### config.mk
export PLATFORM = sky130hd
export DESIGN_NAME = uart_tx
export DESIGN_NICKNAME = d
export VERILOG_FILES = /design/src/rtl/uart_tx.sv
export SDC_FILE = /design/constraint.sdc
export NUM_CORES = 1
export LEC_CHECK = 0
export BUFFER_PORTS_ARGS = -buffer_cell sky130_fd_sc_hd__buf_2
export CORE_MARGIN = 8
export CORE_UTILIZATION = 42
export CTS_CLUSTER_SIZE = 16
export DETAILED_ROUTE_END_ITERATION = 16
export PLACE_DENSITY_LB_ADDON = 0.2
export REMOVE_ABC_BUFFERS = 1
export SLEW_MARGIN = 20
export SYNTH_ARGS = -nofsm -noshare
export SYNTH_HDL_FRONTEND = slang
export SYNTH_SLANG_ARGS = --single-unit
### constraint.sdc
create_clock -name clk -period 2.9 [get_ports clk]
set_input_delay 0.145 -clock clk [delete_from_list [all_inputs] [get_ports clk]]
set_output_delay 0.145 -clock clk [all_outputs]
set_load 0.03 [all_outputs]
### src/rtl/uart_tx.sv
// uart_tx: buffered 8N1 UART transmitter.
// A small FIFO feeds a frame FSM (IDLE -> START -> DATA -> STOP). A frame
// starts on the edge after the FIFO becomes non-empty, and frames are
// chained with no gap while bytes remain buffered.
// Optional build macro UART_TX_PARITY_EN adds an even-parity bit after
// data bit 7, which gives an 11-bit frame.
module uart_tx #(
    parameter int CLKS_PER_BIT = 868,
    parameter int FIFO_DEPTH   = 4
) (
    input  logic       clk,
    input  logic       reset,
    input  logic [7:0] tx_data,
    input  logic       tx_valid,
    output logic       tx_ready,
    output logic       tx,
    output logic       busy,
    output logic       tx_done
);

    localparam int CW = $clog2(CLKS_PER_BIT);
    localparam int PW = $clog2(FIFO_DEPTH);
    localparam logic [CW-1:0] BIT_LAST = CW'(CLKS_PER_BIT - 1);
    // tx_done is registered, so it is set one cycle early in order to be high
    // during the last cycle of the stop bit.
    localparam logic [CW-1:0] DONE_AT  = CW'(CLKS_PER_BIT - 2);
    localparam logic [PW:0]   OCC_FULL = (PW+1)'(FIFO_DEPTH);

`ifdef UART_TX_PARITY_EN
    typedef enum logic [2:0] {S_IDLE, S_START, S_DATA, S_PARITY, S_STOP} state_t;
`else
    typedef enum logic [2:0] {S_IDLE, S_START, S_DATA, S_STOP} state_t;
`endif

    // ---------------- FIFO ----------------
    logic [7:0]    mem_q [FIFO_DEPTH];
    logic [PW-1:0] wr_ptr_q, wr_ptr_d, rd_ptr_q, rd_ptr_d;
    logic [PW:0]   cnt_q, cnt_d;
    logic          tx_ready_q;
    logic          push, pop;
    logic [7:0]    head;

    // ---------------- FSM ----------------
    state_t        state_q;
    logic [CW-1:0] bit_cnt_q;
    logic [2:0]    bit_idx_q;
    logic [7:0]    shift_q;
    logic          tx_q;
    logic          tx_done_q;
    logic          bit_last;
`ifdef UART_TX_PARITY_EN
    logic          parity_q;
`endif

    assign bit_last = (bit_cnt_q == BIT_LAST);
    assign head     = mem_q[rd_ptr_q];
    // The write is gated by the registered ready, so a pop in the same cycle
    // cannot make room for a write while the FIFO is full.
    assign push     = tx_valid && tx_ready_q;
    assign pop      = (cnt_q != '0) &&
                      ((state_q == S_IDLE) || ((state_q == S_STOP) && bit_last));

    // Next pointers and occupancy; a simultaneous push and pop leave occupancy unchanged
    always_comb begin
        wr_ptr_d = push ? wr_ptr_q + PW'(1) : wr_ptr_q;
        rd_ptr_d = pop  ? rd_ptr_q + PW'(1) : rd_ptr_q;
        cnt_d    = cnt_q;
        case ({push, pop})
            2'b10:   cnt_d = cnt_q + (PW+1)'(1);
            2'b01:   cnt_d = cnt_q - (PW+1)'(1);
            default: cnt_d = cnt_q;
        endcase
    end

    // FIFO bookkeeping; ready is registered from the next occupancy
    always_ff @(posedge clk or negedge reset) begin
        if (!reset) begin
            wr_ptr_q   <= '0;
            rd_ptr_q   <= '0;
            cnt_q      <= '0;
            tx_ready_q <= 1'b1;
        end else begin
            wr_ptr_q   <= wr_ptr_d;
            rd_ptr_q   <= rd_ptr_d;
            cnt_q      <= cnt_d;
            tx_ready_q <= (cnt_d != OCC_FULL);
        end
    end

    // FIFO storage; contents are only meaningful when occupancy covers them
    always_ff @(posedge clk) begin
        if (push) mem_q[wr_ptr_q] <= tx_data;
    end

    // Frame sequencer; the byte is latched into the shift register at pop
    always_ff @(posedge clk or negedge reset) begin
        if (!reset) begin
            state_q   <= S_IDLE;
            bit_cnt_q <= '0;
            bit_idx_q <= '0;
            shift_q   <= '0;
            tx_q      <= 1'b1;
            tx_done_q <= 1'b0;
`ifdef UART_TX_PARITY_EN
            parity_q  <= 1'b0;
`endif
        end else begin
            tx_done_q <= (state_q == S_STOP) && (bit_cnt_q == DONE_AT);
            case (state_q)
                S_IDLE: begin
                    bit_cnt_q <= '0;
                    if (pop) begin
                        shift_q   <= head;
`ifdef UART_TX_PARITY_EN
                        parity_q  <= ^head;
`endif
                        bit_idx_q <= '0;
                        tx_q      <= 1'b0;
                        state_q   <= S_START;
                    end
                end
                S_START: begin
                    if (bit_last) begin
                        bit_cnt_q <= '0;
                        bit_idx_q <= '0;
                        tx_q      <= shift_q[0];
                        shift_q   <= {1'b0, shift_q[7:1]};
                        state_q   <= S_DATA;
                    end else begin
                        bit_cnt_q <= bit_cnt_q + CW'(1);
                    end
                end
                S_DATA: begin
                    if (bit_last) begin
                        bit_cnt_q <= '0;
                        if (bit_idx_q == 3'd7) begin
`ifdef UART_TX_PARITY_EN
                            tx_q    <= parity_q;
                            state_q <= S_PARITY;
`else
                            tx_q    <= 1'b1;
                            state_q <= S_STOP;
`endif
                        end else begin
                            bit_idx_q <= bit_idx_q + 3'd1;
                            tx_q      <= shift_q[0];
                            shift_q   <= {1'b0, shift_q[7:1]};
                        end
                    end else begin
                        bit_cnt_q <= bit_cnt_q + CW'(1);
                    end
                end
`ifdef UART_TX_PARITY_EN
                S_PARITY: begin
                    if (bit_last) begin
                        bit_cnt_q <= '0;
                        tx_q      <= 1'b1;
                        state_q   <= S_STOP;
                    end else begin
                        bit_cnt_q <= bit_cnt_q + CW'(1);
                    end
                end
`endif
                S_STOP: begin
                    if (bit_last) begin
                        bit_cnt_q <= '0;
                        // Chain straight into the next start bit when data is waiting
                        if (pop) begin
                            shift_q   <= head;
`ifdef UART_TX_PARITY_EN
                            parity_q  <= ^head;
`endif
                            bit_idx_q <= '0;
                            tx_q      <= 1'b0;
                            state_q   <= S_START;
                        end else begin
                            tx_q      <= 1'b1;
                            state_q   <= S_IDLE;
                        end
                    end else begin
                        bit_cnt_q <= bit_cnt_q + CW'(1);
                    end
                end
                default: begin
                    bit_cnt_q <= '0;
                    tx_q      <= 1'b1;
                    state_q   <= S_IDLE;
                end
            endcase
        end
    end

    assign tx_ready = tx_ready_q;
    assign tx       = tx_q;
    assign tx_done  = tx_done_q;
    assign busy     = (state_q != S_IDLE) || (cnt_q != '0);

endmodule

======== Yosys cells after proc, flatten, opt, wreduce, memory -nomap -nowiden ========
Memories as Yosys holds them, arrays and structs flattened.
Cells that the tools add are included.
word-level totals
  register bits after elaboration ......... 34
  memory bits (writable) .................. 32
  input port bits ......................... 11
  output and inout bits ................... 4
  word-level logic and storage cells ...... 77
  memories kept ........................... 1
memory list
  name   depth  width  read ports  clocked after Yosys merged registers in  write ports  line  source
  mem_q  4      8      1           0                                        1            36    logic [7:0] mem_q [FIFO_DEPTH];
cells by class
  add/sub/neg operators ................... 6
  equal/unequal tests ..................... 15
  muxes and demuxes ....................... 31
  reduce and logical (&&, ||, !) cells .... 14
operators by type and width
  kind                                                 number
  two-way mux 8 bit                                    5
  case mux 8 bit (4 select lines)                      1
  two-way mux 3 bit                                    10
  case mux 3 bit (4 select lines)                      2
  equality test 10 bit, second input constant          2
  two-way mux 10 bit                                   2
  != test 2 bit, second input constant                 6
  adder 10 x 1 -> 10 bit, second input constant        1
  AND reduction 5 bit                                  2
  two-way mux 1 bit                                    9
  adder 3 x 1 -> 3 bit, second input constant          2
  equality test 3 x 2 -> 1 bit, second input constant  2
  case mux 3 bit (2 select lines)                      1
  nonzero test 3 bit                                   2
  adder 2 x 1 -> 2 bit, second input constant          2
  logical AND 1 bit                                    4
  case mux 1 bit (4 select lines)                      1
  AND reduction 4 bit                                  1
  nonzero test 4 bit                                   1
  equality test 3 x 1 -> 1 bit, second input constant  1
  equality test 3 bit, second input constant           1
  logical NOT 3 bit                                    1
  != test 3 bit, second input constant                 1
  OR reduction 3 bit                                   1
  other kinds (4)                                      5

======== Logic depth before layout (Yosys ltp) ========
  word-level depth ........................ 7
  gate-level depth with buffers ........... 11
  mapped depth without buffers ............ 11

======== Least setup slack after synthesis ========
No wires, ideal clock.
  path type ............................... register to register
  start point ............................. reg bit_cnt_q[0]
  end point ............................... reg tx_ready_q (netlist: tx_ready)
  library setup time ...................... 82 ps
  arrival time ............................ 2344 ps
  setup slack ............................. 473 ps
  stages on the path, launching flop included .. 12
  buffers on the path ..................... 0
  clock period less this slack ............ 2427 ps
  path through ............................ dfrtp_1 ha_1 o311ai_1 or3_1 nand2_1 ha_1 inv_1 fa_1 xor2_1 nor2_1 xor2_1 nand2_1
on the way
  word-level cells in the longest chain between the ends .. 7
  elaborated cells between the ends (all ways) .. 8
  those cells by class .................... eq/ne: 4; mux: 1; reduce/logical: 3
RTL lines
  what                                                                        line  source
  from (decl)                                                                 45    logic [CW-1:0] bit_cnt_q;
  from (signal assigned)                                                      130   bit_cnt_q <= bit_cnt_q + CW'(1);
  from (signal assigned)                                                      150   bit_cnt_q <= bit_cnt_q + CW'(1);
  from (signal assigned)                                                      181   bit_cnt_q <= bit_cnt_q + CW'(1);
  equality test 10 bit *                                                      55    assign bit_last = (bit_cnt_q == BIT_LAST);
  logical AND 1 bit *                                                         61    ((state_q == S_IDLE) || ((state_q == S_STOP) && bit_last));
  logical OR 1 bit *                                                          61
  logical AND 1 bit *                                                         60    assign pop = (cnt_q != '0) &&
  net pop                                                                     40    logic push, pop;
  equality test 2 x 1 -> 1 bit / equality test 2 bit (equally long branches)  68    case ({push, pop})
  case mux 3 bit (2 select lines) *                                           68
  net cnt_d[2]                                                                38    logic [PW:0] cnt_q, cnt_d;
  != test 3 bit *                                                             86    tx_ready_q <= (cnt_d != OCC_FULL);
  to (signal assigned)                                                        86
  to (decl)                                                                   39    logic tx_ready_q;
The timed path passes the listed nets; every way through them passes the cells marked *.
A chain may end at the register's enable or synchronous reset.

======== Worst setup path after layout ========
  start point ............................. reg bit_cnt_q[2]
  end point ............................... reg tx_ready_q (netlist: tx_ready)
Same word-level chain as after synthesis.

==> impl_metrics.toml <==
[run_status]
outcome = "completed"

[critical_path]
startpoint_type = "flop"
rr_startpoint = "bit_cnt_q[2]$_DFF_PN0_"
endpoint_kind = "flop"
rrSetupSlack_ns = 0.30
startpoint = "bit_cnt_q[2]$_DFF_PN0_"
worstSetupPathType = "reg2reg"
required_ns = 3.18
cp.arrival_ns = 2.88
path_max_fanout = 7

[routing]
ant_nets = 0
wl_per_cell_um = 15.9
drt_wl_total_mm = 5.73
vias_per_cell = 5.23
drt-pass1-iter-count = 4
via_count = 1884
drc = 0
drtIter0Drc = 68

[synth]
yosysWarnings = 0
syn_area_um2 = 3150
avgSynthCellArea_um2 = 13.5
synth_ff_type = "edfxtp_1"
synthArstFlopShare = 0.508
ys_seq_area_frac = 0.569
ys_ff_latch = 65
postSynthCellCount = 233
synth_edf_count = 32
synth_cell_type_count = 50

[floorplanning]
num_rows = 31
core_area_um2 = 7250
initial_core_util = 0.434
fp.dieW_um = 103
fp.dieArea_um2 = 10500
die_h_um = 103
io_pins = 15

[pwr]
p_leak_nw = 1.42
switching_share = 0.266
clockPowerShare = 0.346
seq_power_share = 0.533
vdd_ir_drop_max_mv = 0.312
p_comb_frac = 0.121
intPower_mw = 1.61
p_sw_uw = 584
powerDensity_nw_per_um2 = 618

[finish]
nets = 281
antenna_cells = 0
flow.area_growth_from_synthesis_pct = 12.8
drive_above_1_share = 0.215
layout_common_cells = "edfxtp_1 (32), dfrtp_1 (31), nor2_1 (24)"
layout_commonest_cell = "edfxtp_1"

[job]
maxCapViolCount = 0

[timing]
finalSetupViolations = 0
slew_headroom = 0.491
min_period_over_period = 0.898
rsz0062_at_grt = "no"
finalHoldViolations = 0
finalCriticalPeriod_ns = 2.60
fin_tns_setup_ns = 0
tightest_slew_ns = 0.763
clock_skew_ns = 0.00725
fmax_mhz = 384
whs_ns = 0.0133
slew_violations = 0

[grt]
grt_pass1_wl_mm = 9.77
antenna_found_initial = 0
grt_start_max_net_pins = 34
overflow = 0
grt_pass1_vias = 2014
grt_usage = 0.125

[place]
place_congestion = 0.747
numPortBuffers = 14
dpl.hpwl_mm = 3.95

[clock_tree]
cts_buffer_depth = 2
clock_sinks = 65
post_cts_resized = 0
cts_buffers = 9
clock-root-buffer = "clkbuf_8"
htreeDepth = 3
clk_pin_slew_worst_paths_ns = 0.08
worstSkewPairLatency_ns = 0.34
cts_tree = "built"

[hold_path]
hold_path.class = "in2reg"
hp-start = "tx_data[4]"
==> layout make-up <==
| class | count | area, µm² |
|---|---|---|
| clock buffers | 9 | 124 |
| multi-input cells | 143 | 1240 |
| repair buffers | 22 | 140 |
| well taps | 99 | 124 |
| fillers | 668 | 3700 |
| flip-flops and latches | 65 | 1790 |
| inverters | 15 | 56.3 |
| clock inverters | 7 | 71.3 |
==> synth_stat cells, drive strengths merged, types with 2 or more instances <==
library cell | count | area, µm²
edfxtp | 32 | 961
dfrtp | 31 | 776
nor2 | 24 | 90.1
inv | 14 | 52.6
ha | 13 | 163
xnor2 | 9 | 78.8
mux4 | 8 | 180
nor4 | 8 | 50.1
a211oi | 7 | 52.6
nand2 | 7 | 26.3
o32ai | 7 | 61.3
or2b | 7 | 52.6
and3 | 5 | 31.3
buf | 5 | 37.5
clkbuf | 5 | 18.8
xor2 | 5 | 43.8
nand3 | 4 | 20.0
nor3 | 4 | 30.0
a21oi | 3 | 26.3
mux2i | 3 | 30.0
or3 | 3 | 23.8
a21o | 2 | 15.0
a32o | 2 | 20.0
dfstp | 2 | 52.6
nand4bb | 2 | 55.1
o311ai | 2 | 17.5
o31a | 2 | 27.5
==> metal layers <==
metal,wire (µm),up-vias,track usage,part of all wire
met3,190,13,0.0317,0.033
met5,0,-,0,0
met1,2690,930,0.151,0.47
li1,-,912,-,-
met2,2710,29,0.198,0.47
met4,137,0,0.0711,0.024
==> worst max-delay path, cell delays in order (launching register included) <==
cell and delay, ns:
dfrtp_1 0.44, nand4bb_4 0.31, or3_1 0.48, nand2_1 0.16
ha_1 0.20, inv_1 0.06, fa_1 0.38, xor2_1 0.15
nor2_1 0.11, xor2_1 0.18, nand2_1 0.07
==> path summary, 6_finish.rpt <==
kind	end	depth (start not counted)
min	mem_q[0][4]$_DFFE_PP_	1
min reg2reg	tx$_DFFE_PN1P_	2
max reg2reg	tx_ready$_DFF_PN1_	10
min in group asynchronous	bit_cnt_q[6]$_DFF_PN0_	2
max	tx_ready$_DFF_PN1_	10
max in group asynchronous	bit_idx_q[2]$_DFFE_PN0P_	2
==> what timing repair did <==
action,CTS,global route
hold buffers,4,0
setup endpoints to repair,0,0
setup buffers,0,0
hold endpoints to repair,40,0
==> sequential cells by signal, indices dropped and copies added, names as in the netlist <==
signal     flops
rd_ptr_q       2
wr_ptr_q       2
mem_q         32
tx             1
state_q        2
bit_cnt_q     10
tx_done        1
shift_q        8
bit_idx_q      3
tx_ready       1
cnt_q          3
==> cells by family (layout without fill, tap and decap cells) <==
kind of cell,count (synthesis),count (layout),share of synthesized area
flops,65,65,0.569
simple gates,69,69,0.131
buf+inv,25,53,0.0358
xor+xnor,14,14,0.0390
compound gates,34,34,0.0967
mux,12,12,0.0704
fa+ha+maj,14,14,0.0581
==> power by group through the flow <==
stage | clock (mW) | sequential (mW) | combinational (mW)
2_1_floorplan | 0 | 1.17 | 0.182
3_3_place_gp | 0 | 1.18 | 0.257
3_5_place_dp | 0 | 1.19 | 0.269
4_1_cts | 0.779 | 1.17 | 0.273
5_1_grt | 0.813 | 1.18 | 0.307
6_report | 0.759 | 1.17 | 0.264
==> through the flow <==
step	area (µm²)	std cells	setup slack, ns	utilization	total power [mW]
final	3550	360	0.297	0.489	2.19
after global routing	3550	360	0.0410	0.489	2.30
after CTS	3550	360	0.288	0.489	2.22
after detailed placement	3310	340	0.288	0.457	1.46
after global placement	3310	340	0.364	0.457	1.44
after floorplan	3090	223	0.473	-	1.36
(Power assumes the default switching activity.)
